--- src/rtl/dispatch_ctrl.sv ---
// Dispatch controller: 2-entry fetch FIFO, head decode, in-order ROB tag allocation, ALU/MEM/BR routing.
// Optional saturating statistics counters are enabled by defining DISPATCH_STATS_EN.
module dispatch_ctrl #(
    parameter int ROB_DEPTH = 16,
    parameter int TAG_W     = 4
) (
    input  logic             clk,
    input  logic             rst_n,
    input  logic             in_valid,
    output logic             in_ready,
    input  logic [31:0]      in_instr,
    input  logic [31:0]      in_pc,
    input  logic             flush,
    input  logic [TAG_W-1:0] flush_tag,
    input  logic             rob_full,
    output logic             alu_valid,
    output logic             mem_valid,
    output logic             br_valid,
    input  logic             alu_ready,
    input  logic             mem_ready,
    input  logic             br_ready,
    output logic [4:0]       d_rs1,
    output logic [4:0]       d_rs2,
    output logic [4:0]       d_rd,
    output logic [2:0]       d_aluop,
    output logic [6:0]       d_opcode,
    output logic [31:0]      d_pc,
    output logic [TAG_W-1:0] d_tag,
    output logic             illegal
`ifdef DISPATCH_STATS_EN
    ,
    output logic [31:0]      stat_disp,
    output logic [31:0]      stat_stall,
    output logic [15:0]      stat_ill
`endif
);

    typedef enum logic [1:0] {
        Q_ALU,
        Q_MEM,
        Q_BR
    } queue_e;

    logic [63:0]      fifo_q [2];
    logic [63:0]      fifo_d [2];
    logic [1:0]       count_q, count_d;
    logic             wr_ptr_q, wr_ptr_d;
    logic             rd_ptr_q, rd_ptr_d;
    logic [TAG_W-1:0] tag_q, tag_d;
    logic             illegal_q, illegal_d;

    logic [31:0] head_instr;
    logic        head_valid;
    logic        legal;
    queue_e      target;
    logic [2:0]  aluop;
    logic        use_rs1, use_rs2, use_rd;
    logic        disp_ok, tgt_ready, fire, drop, push;
    logic        unused_fields;

    assign head_instr    = fifo_q[rd_ptr_q][63:32];
    assign head_valid    = (count_q != 2'd0);
    assign unused_fields = ^{head_instr[31:25], head_instr[14:12]};

    always_comb begin
        legal   = 1'b1;
        target  = Q_ALU;
        aluop   = 3'b000;
        use_rs1 = 1'b0;
        use_rs2 = 1'b0;
        use_rd  = 1'b1;
        case (head_instr[6:0])
            7'b0010011: begin aluop = 3'b011; use_rs1 = 1'b1; end
            7'b0110111: begin aluop = 3'b100; end
            7'b0110011: begin aluop = 3'b010; use_rs1 = 1'b1; use_rs2 = 1'b1; end
            7'b0000011: begin target = Q_MEM; use_rs1 = 1'b1; end
            7'b0100011: begin target = Q_MEM; use_rs1 = 1'b1; use_rs2 = 1'b1; use_rd = 1'b0; end
            7'b1100011: begin
                target  = Q_BR;
                aluop   = 3'b001;
                use_rs1 = 1'b1;
                use_rs2 = 1'b1;
                use_rd  = 1'b0;
            end
            7'b1100111: begin aluop = 3'b110; use_rs1 = 1'b1; end
            default: begin legal = 1'b0; use_rd = 1'b0; end
        endcase
    end

    assign d_rs1    = use_rs1 ? head_instr[19:15] : 5'd0;
    assign d_rs2    = use_rs2 ? head_instr[24:20] : 5'd0;
    assign d_rd     = use_rd  ? head_instr[11:7]  : 5'd0;
    assign d_aluop  = aluop;
    assign d_opcode = head_instr[6:0];
    assign d_pc     = fifo_q[rd_ptr_q][31:0];
    assign d_tag    = tag_q;
    assign illegal  = illegal_q;

    assign in_ready  = (count_q < 2'd2) && !flush;
    assign disp_ok   = head_valid && legal && !rob_full && !flush;
    assign alu_valid = disp_ok && (target == Q_ALU);
    assign mem_valid = disp_ok && (target == Q_MEM);
    assign br_valid  = disp_ok && (target == Q_BR);

    always_comb begin
        case (target)
            Q_MEM:   tgt_ready = mem_ready;
            Q_BR:    tgt_ready = br_ready;
            default: tgt_ready = alu_ready;
        endcase
    end

    assign fire = disp_ok && tgt_ready;
    // Illegal heads drain regardless of rob_full/ready so a bad opcode never blocks the FIFO.
    assign drop = head_valid && !legal && !flush;
    assign push = in_valid && in_ready;

    always_comb begin
        fifo_d    = fifo_q;
        count_d   = count_q;
        wr_ptr_d  = wr_ptr_q;
        rd_ptr_d  = rd_ptr_q;
        tag_d     = tag_q;
        illegal_d = drop;
        if (flush) begin
            count_d  = 2'd0;
            wr_ptr_d = 1'b0;
            rd_ptr_d = 1'b0;
            tag_d    = flush_tag;
        end else begin
            if (push) begin
                fifo_d[wr_ptr_q] = {in_instr, in_pc};
                wr_ptr_d         = ~wr_ptr_q;
            end
            if (fire || drop) begin
                rd_ptr_d = ~rd_ptr_q;
            end
            count_d = count_q + 2'(push) - 2'(fire || drop);
            if (fire) begin
                tag_d = (tag_q == TAG_W'(ROB_DEPTH - 1)) ? '0 : tag_q + 1'b1;
            end
        end
    end

    always_ff @(posedge clk or negedge rst_n) begin
        if (!rst_n) begin
            for (int unsigned i = 0; i < 2; i++) begin
                fifo_q[i] <= '0;
            end
            count_q   <= '0;
            wr_ptr_q  <= 1'b0;
            rd_ptr_q  <= 1'b0;
            tag_q     <= '0;
            illegal_q <= 1'b0;
        end else begin
            fifo_q    <= fifo_d;
            count_q   <= count_d;
            wr_ptr_q  <= wr_ptr_d;
            rd_ptr_q  <= rd_ptr_d;
            tag_q     <= tag_d;
            illegal_q <= illegal_d;
        end
    end

`ifdef DISPATCH_STATS_EN
    logic [31:0] stat_disp_q, stat_disp_d;
    logic [31:0] stat_stall_q, stat_stall_d;
    logic [15:0] stat_ill_q, stat_ill_d;
    logic        stall;

    assign stall = head_valid && legal && !flush && !fire;

    always_comb begin
        stat_disp_d  = stat_disp_q;
        stat_stall_d = stat_stall_q;
        stat_ill_d   = stat_ill_q;
        if (fire && (stat_disp_q != '1)) begin
            stat_disp_d = stat_disp_q + 32'd1;
        end
        if (stall && (stat_stall_q != '1)) begin
            stat_stall_d = stat_stall_q + 32'd1;
        end
        if (drop && (stat_ill_q != '1)) begin
            stat_ill_d = stat_ill_q + 16'd1;
        end
    end

    always_ff @(posedge clk or negedge rst_n) begin
        if (!rst_n) begin
            stat_disp_q  <= '0;
            stat_stall_q <= '0;
            stat_ill_q   <= '0;
        end else begin
            stat_disp_q  <= stat_disp_d;
            stat_stall_q <= stat_stall_d;
            stat_ill_q   <= stat_ill_d;
        end
    end

    assign stat_disp  = stat_disp_q;
    assign stat_stall = stat_stall_q;
    assign stat_ill   = stat_ill_q;
`endif

endmodule

--- config.mk ---
export PLATFORM = sky130hd
export DESIGN_NAME = dispatch_ctrl
export DESIGN_NICKNAME = d
export VERILOG_FILES = /design/src/rtl/dispatch_ctrl.sv
export SDC_FILE = /design/constraint.sdc
export NUM_CORES = 1
export LEC_CHECK = 0
export CAP_MARGIN = 40
export CORE_ASPECT_RATIO = 1.2
export CORE_UTILIZATION = 44
export DETAILED_ROUTE_END_ITERATION = 10
export PLACE_DENSITY = 0.76
export SLEW_MARGIN = 20
export SYNTH_ARGS = -nofsm -noshare
export SYNTH_HDL_FRONTEND = slang
export SYNTH_SLANG_ARGS = --single-unit
--- constraint.sdc ---
create_clock -name clk -period 3.2 [get_ports clk]
set_input_delay 0.48 -clock clk [delete_from_list [all_inputs] [get_ports clk]]
set_output_delay 0.48 -clock clk [all_outputs]
set_load 0.03 [all_outputs]
* Word level (Yosys, flattened, before mapping)
Index checks and enable logic that the tools add are counted.
** Storage, ports and cells
- Register bits :: 137
** Operators by class
- Add/subtract/negate cells :: 3
- Magnitude comparators :: 4
- Eq/ne operators :: 10
- Multiplexer cells :: 24
- Bitwise logic cells :: 5
- Reductions and logical operators :: 27
** Operators with widths (number)
- 2-to-1 mux 57 bit :: 3
- bitwise mux 128 bit :: 1
- demux 64 bit (select 1 bit) :: 1
- 2-to-1 mux 64 bit :: 1
- equality test 7 x 6 -> 1 bit (second input constant) :: 3
- 2-to-1 mux 5 bit :: 3
- case mux 3 bit (5 select lines) :: 1
- equality test 7 bit (second input constant) :: 2
- logical AND 1 bit :: 12
- 2-to-1 mux 4 bit :: 3
- 2-to-1 mux 1 bit :: 8
- nonzero test 2 bit :: 4
- equality test 7 x 2 -> 1 bit (second input constant) :: 1
- equality test 7 x 5 -> 1 bit (second input constant) :: 1
- OR reduction 7 bit :: 1
- OR reduction 6 bit :: 1
- OR reduction 5 bit :: 1
- adder 4 x 1 -> 4 bit (second input constant) :: 1
- equality test 4 bit (second input constant) :: 1
- greater-or-equal comparator 2 bit (second input constant) :: 2
- NOT 1 -> 2 bit :: 2
- case mux 2 bit (2 select lines) :: 1
- zero test 1 bit :: 3
- NOT 1 bit :: 3
- other kinds (13) :: 13

* Logic depth before layout (Yosys ltp)
- Depth after elaboration :: 14
- Mapped depth :: 16
- Depth with buffers taken out :: 15

* Worst setup path after synthesis
No wires, ideal clock.
- Path kind :: register to register
- Start :: reg rd_ptr_q
- End :: reg count_q[1]
- Setup time :: 0.132 ns
- Arrival time :: 3.009 ns
- Path slack :: 0.059 ns
- Cell stages (with the launch flop) :: 16
- Period minus slack after synthesis :: 3.141 ns
- Cell sequence :: dfrtp_1 buf_6 buf_2 mux2_2 nor3_1 inv_1 ha_1 a221oi_1 nor4b_1 a211o_1 nor3b_1 ha_1 inv_1 ha_1 xnor2_1 nor2_1
** Between the ends
- Cells in the longest elaborated chain, start to end :: 14
** RTL lines
- start, declared :: RTL line 48 : logic rd_ptr_q, rd_ptr_d;
- start signal, assigned :: RTL line 159 : rd_ptr_q <= rd_ptr_d;
- NOT 1 -> 2 bit (not written as such) * :: RTL line 61 : assign head_instr = fifo_q[rd_ptr_q][63:32];
- 2-to-1 mux 57 bit * (3 in a row)
- via d_opcode[6] :: RTL line 26 : output logic [6:0] d_opcode,
- parallel branches: the longest is 7 deep, another holds equality test 7 x 2 -> 1 bit
- logical OR 1 bit * :: RTL line 138 : count_d = count_q + 2'(push) - 2'(fire || drop);
- subtractor 2 x 1 -> 2 bit * :: RTL line 138
- 2-to-1 mux 2 bit * :: RTL line 125 : if (flush) begin
- via count_d[1] :: RTL line 46 : logic [1:0] count_q, count_d;
- end signal, assigned :: RTL line 157 : count_q <= count_d;
- end, declared :: RTL line 46
Mark *: on every way through the listed nets, which the timed path passes. The select of a mux whose other input is x is not followed.
A chain may end at the register's enable or synchronous reset.

* Final worst setup path
- Start :: reg rd_ptr_q
- End :: reg count_q[0]
** Between the ends
- Cells in the longest elaborated chain, start to end :: 14
** RTL lines (RTL line)
- NOT 1 -> 2 bit (not written as such) * :: 61
- 2-to-1 mux 57 bit * (3 in a row)
- parallel branches: the longest is 7 deep, another holds equality test 7 x 2 -> 1 bit
- logical OR 1 bit * :: 138
- subtractor 2 x 1 -> 2 bit * :: 138
- 2-to-1 mux 2 bit * :: 125
- via count_d[0] :: 46
Marked as above.

==> run_results.csv <==
group,metric,value,unit
yosys,ys_warn_count,0,
global_route,grt_max_degree,60,
pwr,p_leak,0.003383,uW
routing,wirelength,12430,microns
clock_network,cts_made_buffers,17,
clock_network,cts-root-buf,"clkbuf_16",
critical_path,critPathMostFrequentCell,"buf_4",
pwr,pwr_density_cell,1113,mW/mm^2
sta,clock_skew,0.004562,ns
sta,fmax,321.3,MHz
clock_network,clkSlewWorstSetupHoldPaths,0.05,ns
critical_path,worstSetupPathType,"reg -> reg",
floorplanning,die_x,104.5,microns
routing,avgViaCountPerCell,5.133,
critical_path,crit_slowest_cell,"dfrtp_2",
pwr,peakVddDrop,0.8348,mV
layout,final_cell_mix,"mux2_2 (132), dfrtp_1 (116), clkdlybuf4s50_1 (111)",
critical_path,crit_path_end_kind,"flip-flop",
layout,drive_gt1_frac,0.3633,
routing,drc,0,
global_route,grt_overflow,0,
floorplanning,initial_core_util,0.4558,
sta,timing.final.crit_share,0.9726,
floorplanning,die_y,125.0,microns
global_route,antenna_found_initial,0,
placed_design,dp_hpwl,8432,microns
critical_path,worstPathArrival,3.40,ns
critical_path,start_kind,"flip-flop",
floorplanning,coreArea,0.01217,sq mm
critical_path,path_cells,"buf_4 -> buf_4 -> mux2_4 -> nor3_4 -> buf_4 -> ha_4 -> nor2b_1 -> nor4b_2 -> a211o_1 -> nor3b_2 -> ha_1 -> inv_1 -> ha_1 -> nor2b_1",
clock_network,htree_levels,4,
clock_network,cts_tree,"built",
placed_design,place_area,0.007202,sq mm
layout,area_growth,43.12,%
global_route,track_usage,0.2012,
layout,fillCellCount,918,
sta,fin_crit,3.112,ns
run,maxCapViolCount,0,
layout,antennaDiodeCount,0,
yosys,ys_seq_area_frac,0.5280,
placed_design,routabilityCongestion,0.8442,
yosys,ys_ff_latch,117,
sta,report.final.slew_viol_count,0,
yosys,synth_cell_types,49,
sta,setup_viol,0,
yosys,ys.flop_type,"dfrtp_1",
sta,fin_setup_tns,0,ns
critical_path,r2r_end,"count_q[0]$_DFF_PN0_",
clock_network,clkLatencyLatePin,0.40,ns
yosys,synth_edf_count,0,
floorplanning,num_rows,44,
layout,design_area,0.007936,sq mm
critical_path,reg2regPathDepth,14,
routing,drt_iter0_drc,110,
sta,hold_viol,0,
critical_path,path_max_fanout,7,
yosys,syn_nets,497,
sta,relSlewSlack,0.6936,
critical_path,slowest_delay,0.45,ns
clock_network,clk_path_buf_depth,2,
floorplanning,dieArea,0.01306,sq mm
critical_path,rrSetupSlack,0.09,ns
routing,vias,3850,
global_route,grt_pass1_wl,20660,microns
critical_path,r2r-start,"rd_ptr_q$_DFFE_PN0P_",
outcome,status,"finished, final reports clean",
layout,mostFrequentLayoutCell,"mux2_2",
yosys,avgSynthCellArea,13.36,sq um
yosys,synthArstFlopShare,1.000,
placed_design,place.port_buffers,131,
yosys,syn_area,0.005545,sq mm
sta,rsz0062_at_grt,"yes",
yosys,netlist_instances,415,
critical_path,cp.required,3.49,ns
sta,worstMarginPinSlew,0.4585,ns
routing,first_pass_iters,4,
floorplanning,boundaryPins,142,
routing,routedWlPerCell,16.58,microns
worst_hold_path,min_path_type,"in -> async",
clock_network,cts.sinks,117,
layout,fin_nets,658,
routing,ant_nets,0,
global_route,grt_pass1_vias,4278,
worst max-delay path by stage:
stage | from | to | slack (ns) | cells after the start
CTS | rd_ptr_q$_DFFE_PN0P_ | d_rs2[2] | 0.0009 | 8
global placement | rd_ptr_q$_DFFE_PN0P_ | count_q[0]$_DFF_PN0_ | 0.02 | 13
finish | rd_ptr_q$_DFFE_PN0P_ | count_q[0]$_DFF_PN0_ | 0.09 | 14
detailed placement | rd_ptr_q$_DFFE_PN0P_ | count_q[1]$_DFF_PN0_ | -0.03 | 14
floorplan | rd_ptr_q$_DFFE_PN0P_ | count_q[1]$_DFF_PN0_ | 0.06 | 15
global route | rd_ptr_q$_DFFE_PN0P_ | count_q[0]$_DFF_PN0_ | -0.07 | 14
sequential cells by signal, summed over array words and instances (netlist names):
signal    count
d_tag         4
rd_ptr_q      1
wr_ptr_q      1
fifo_q      108
count_q       2
illegal       1
cell families (layout without fill, tap and decap cells):
kind of cell,count (synthesis),in the layout,synth area share
AND/OR/NAND/NOR,66,66,0.05844
flip-flops,117,117,0.5280
adder cells (fa/ha/maj),6,6,0.01354
multiplexers,162,162,0.3249
buffers and inverters,30,204,0.02798
XOR/XNOR,5,5,0.007897
AO/OA/AOI/OAI,29,29,0.03926
area by class of cell:
cell class / instances / area [sq um] / share of cell area
flip-flops and latches: 117 / 2929 / 0.3691
repair buffers: 162 / 1605 / 0.2023
well taps: 161 / 201.4 / 0.02538
clock buffers: 18 / 439.2 / 0.05534
multi-input cells: 268 / 2546 / 0.3208
inverters: 10 / 37.54 / 0.004730
clock inverters: 14 / 177.7 / 0.02239
Yosys cell counts (2+ instances only):
cell | count | area share
and3_1 | 4 | 0.0045
buf_2 | 13 | 0.012
xnor2_1 | 4 | 0.0063
o21ai_0 | 3 | 0.0027
mux2i_1 | 18 | 0.032
nor3b_1 | 3 | 0.0041
nor2b_1 | 3 | 0.0034
nor3_1 | 3 | 0.0027
buf_4 | 5 | 0.0068
mux2_2 | 134 | 0.27
a21oi_1 | 5 | 0.0045
nand2_1 | 13 | 0.0088
nand2b_1 | 3 | 0.0034
nor2_1 | 26 | 0.018
dfrtp_1 | 117 | 0.53
ha_1 | 6 | 0.014
o21ai_1 | 2 | 0.0018
inv_1 | 9 | 0.0061
nand3_1 | 3 | 0.0027
o311ai_1 | 3 | 0.0047
mux2_1 | 10 | 0.020
stage by stage:
stage,total power [uW],worst slack [ns],std cells,hold slack [ns],utilization
6_report,8832,0.08772,750,0.4709,0.6523
5_1_grt,9327,-0.07343,750,0.4905,0.6523
4_1_cts,8836,0.0009199,747,0.4538,0.6449
3_5_place_dp,6812,-0.02835,712,0.3382,0.5919
3_3_place_gp,6665,0.02287,711,0.4637,0.5897
2_1_floorplan,5274,0.05937,415,0.1844,-
critical path: cells and delay by family (launching register included):
| family | cells | cell delay [ns] |
|---|---|---|
| simple gates | 5 | 0.91 |
| fa+ha+maj | 3 | 0.65 |
| buf+inv | 4 | 0.50 |
| flops | 1 | 0.45 |
| mux | 1 | 0.32 |
| compound gates | 1 | 0.17 |
layer usage:
layer	track usage	up-vias	wire length (microns)
li1	-	1811	-
met1	0.2270	1913	4857
met2	0.3487	115	6539
met3	0.07560	11	913
met4	0.06723	0	121
met5	0	-	0
power by group:
group	internal (uW)	total (uW)	switching (uW)
Sequential	2200	2600	397
Combinational	2170	4290	2120
Clock	1250	1940	692
Total	5620	8830	3210
what timing repair did:
| item | 4_1_cts | 5_1_grt |
|---|---|---|
| resized for setup | 22 | 12 |
| setup buffers | 2 | 3 |
| pin swaps | 0 | 7 |
| hold endpoints to repair | 11 | 0 |
| setup endpoints to repair | 20 | 9 |
| hold buffers | 1 | 0 |
(Power assumes the default switching activity.)
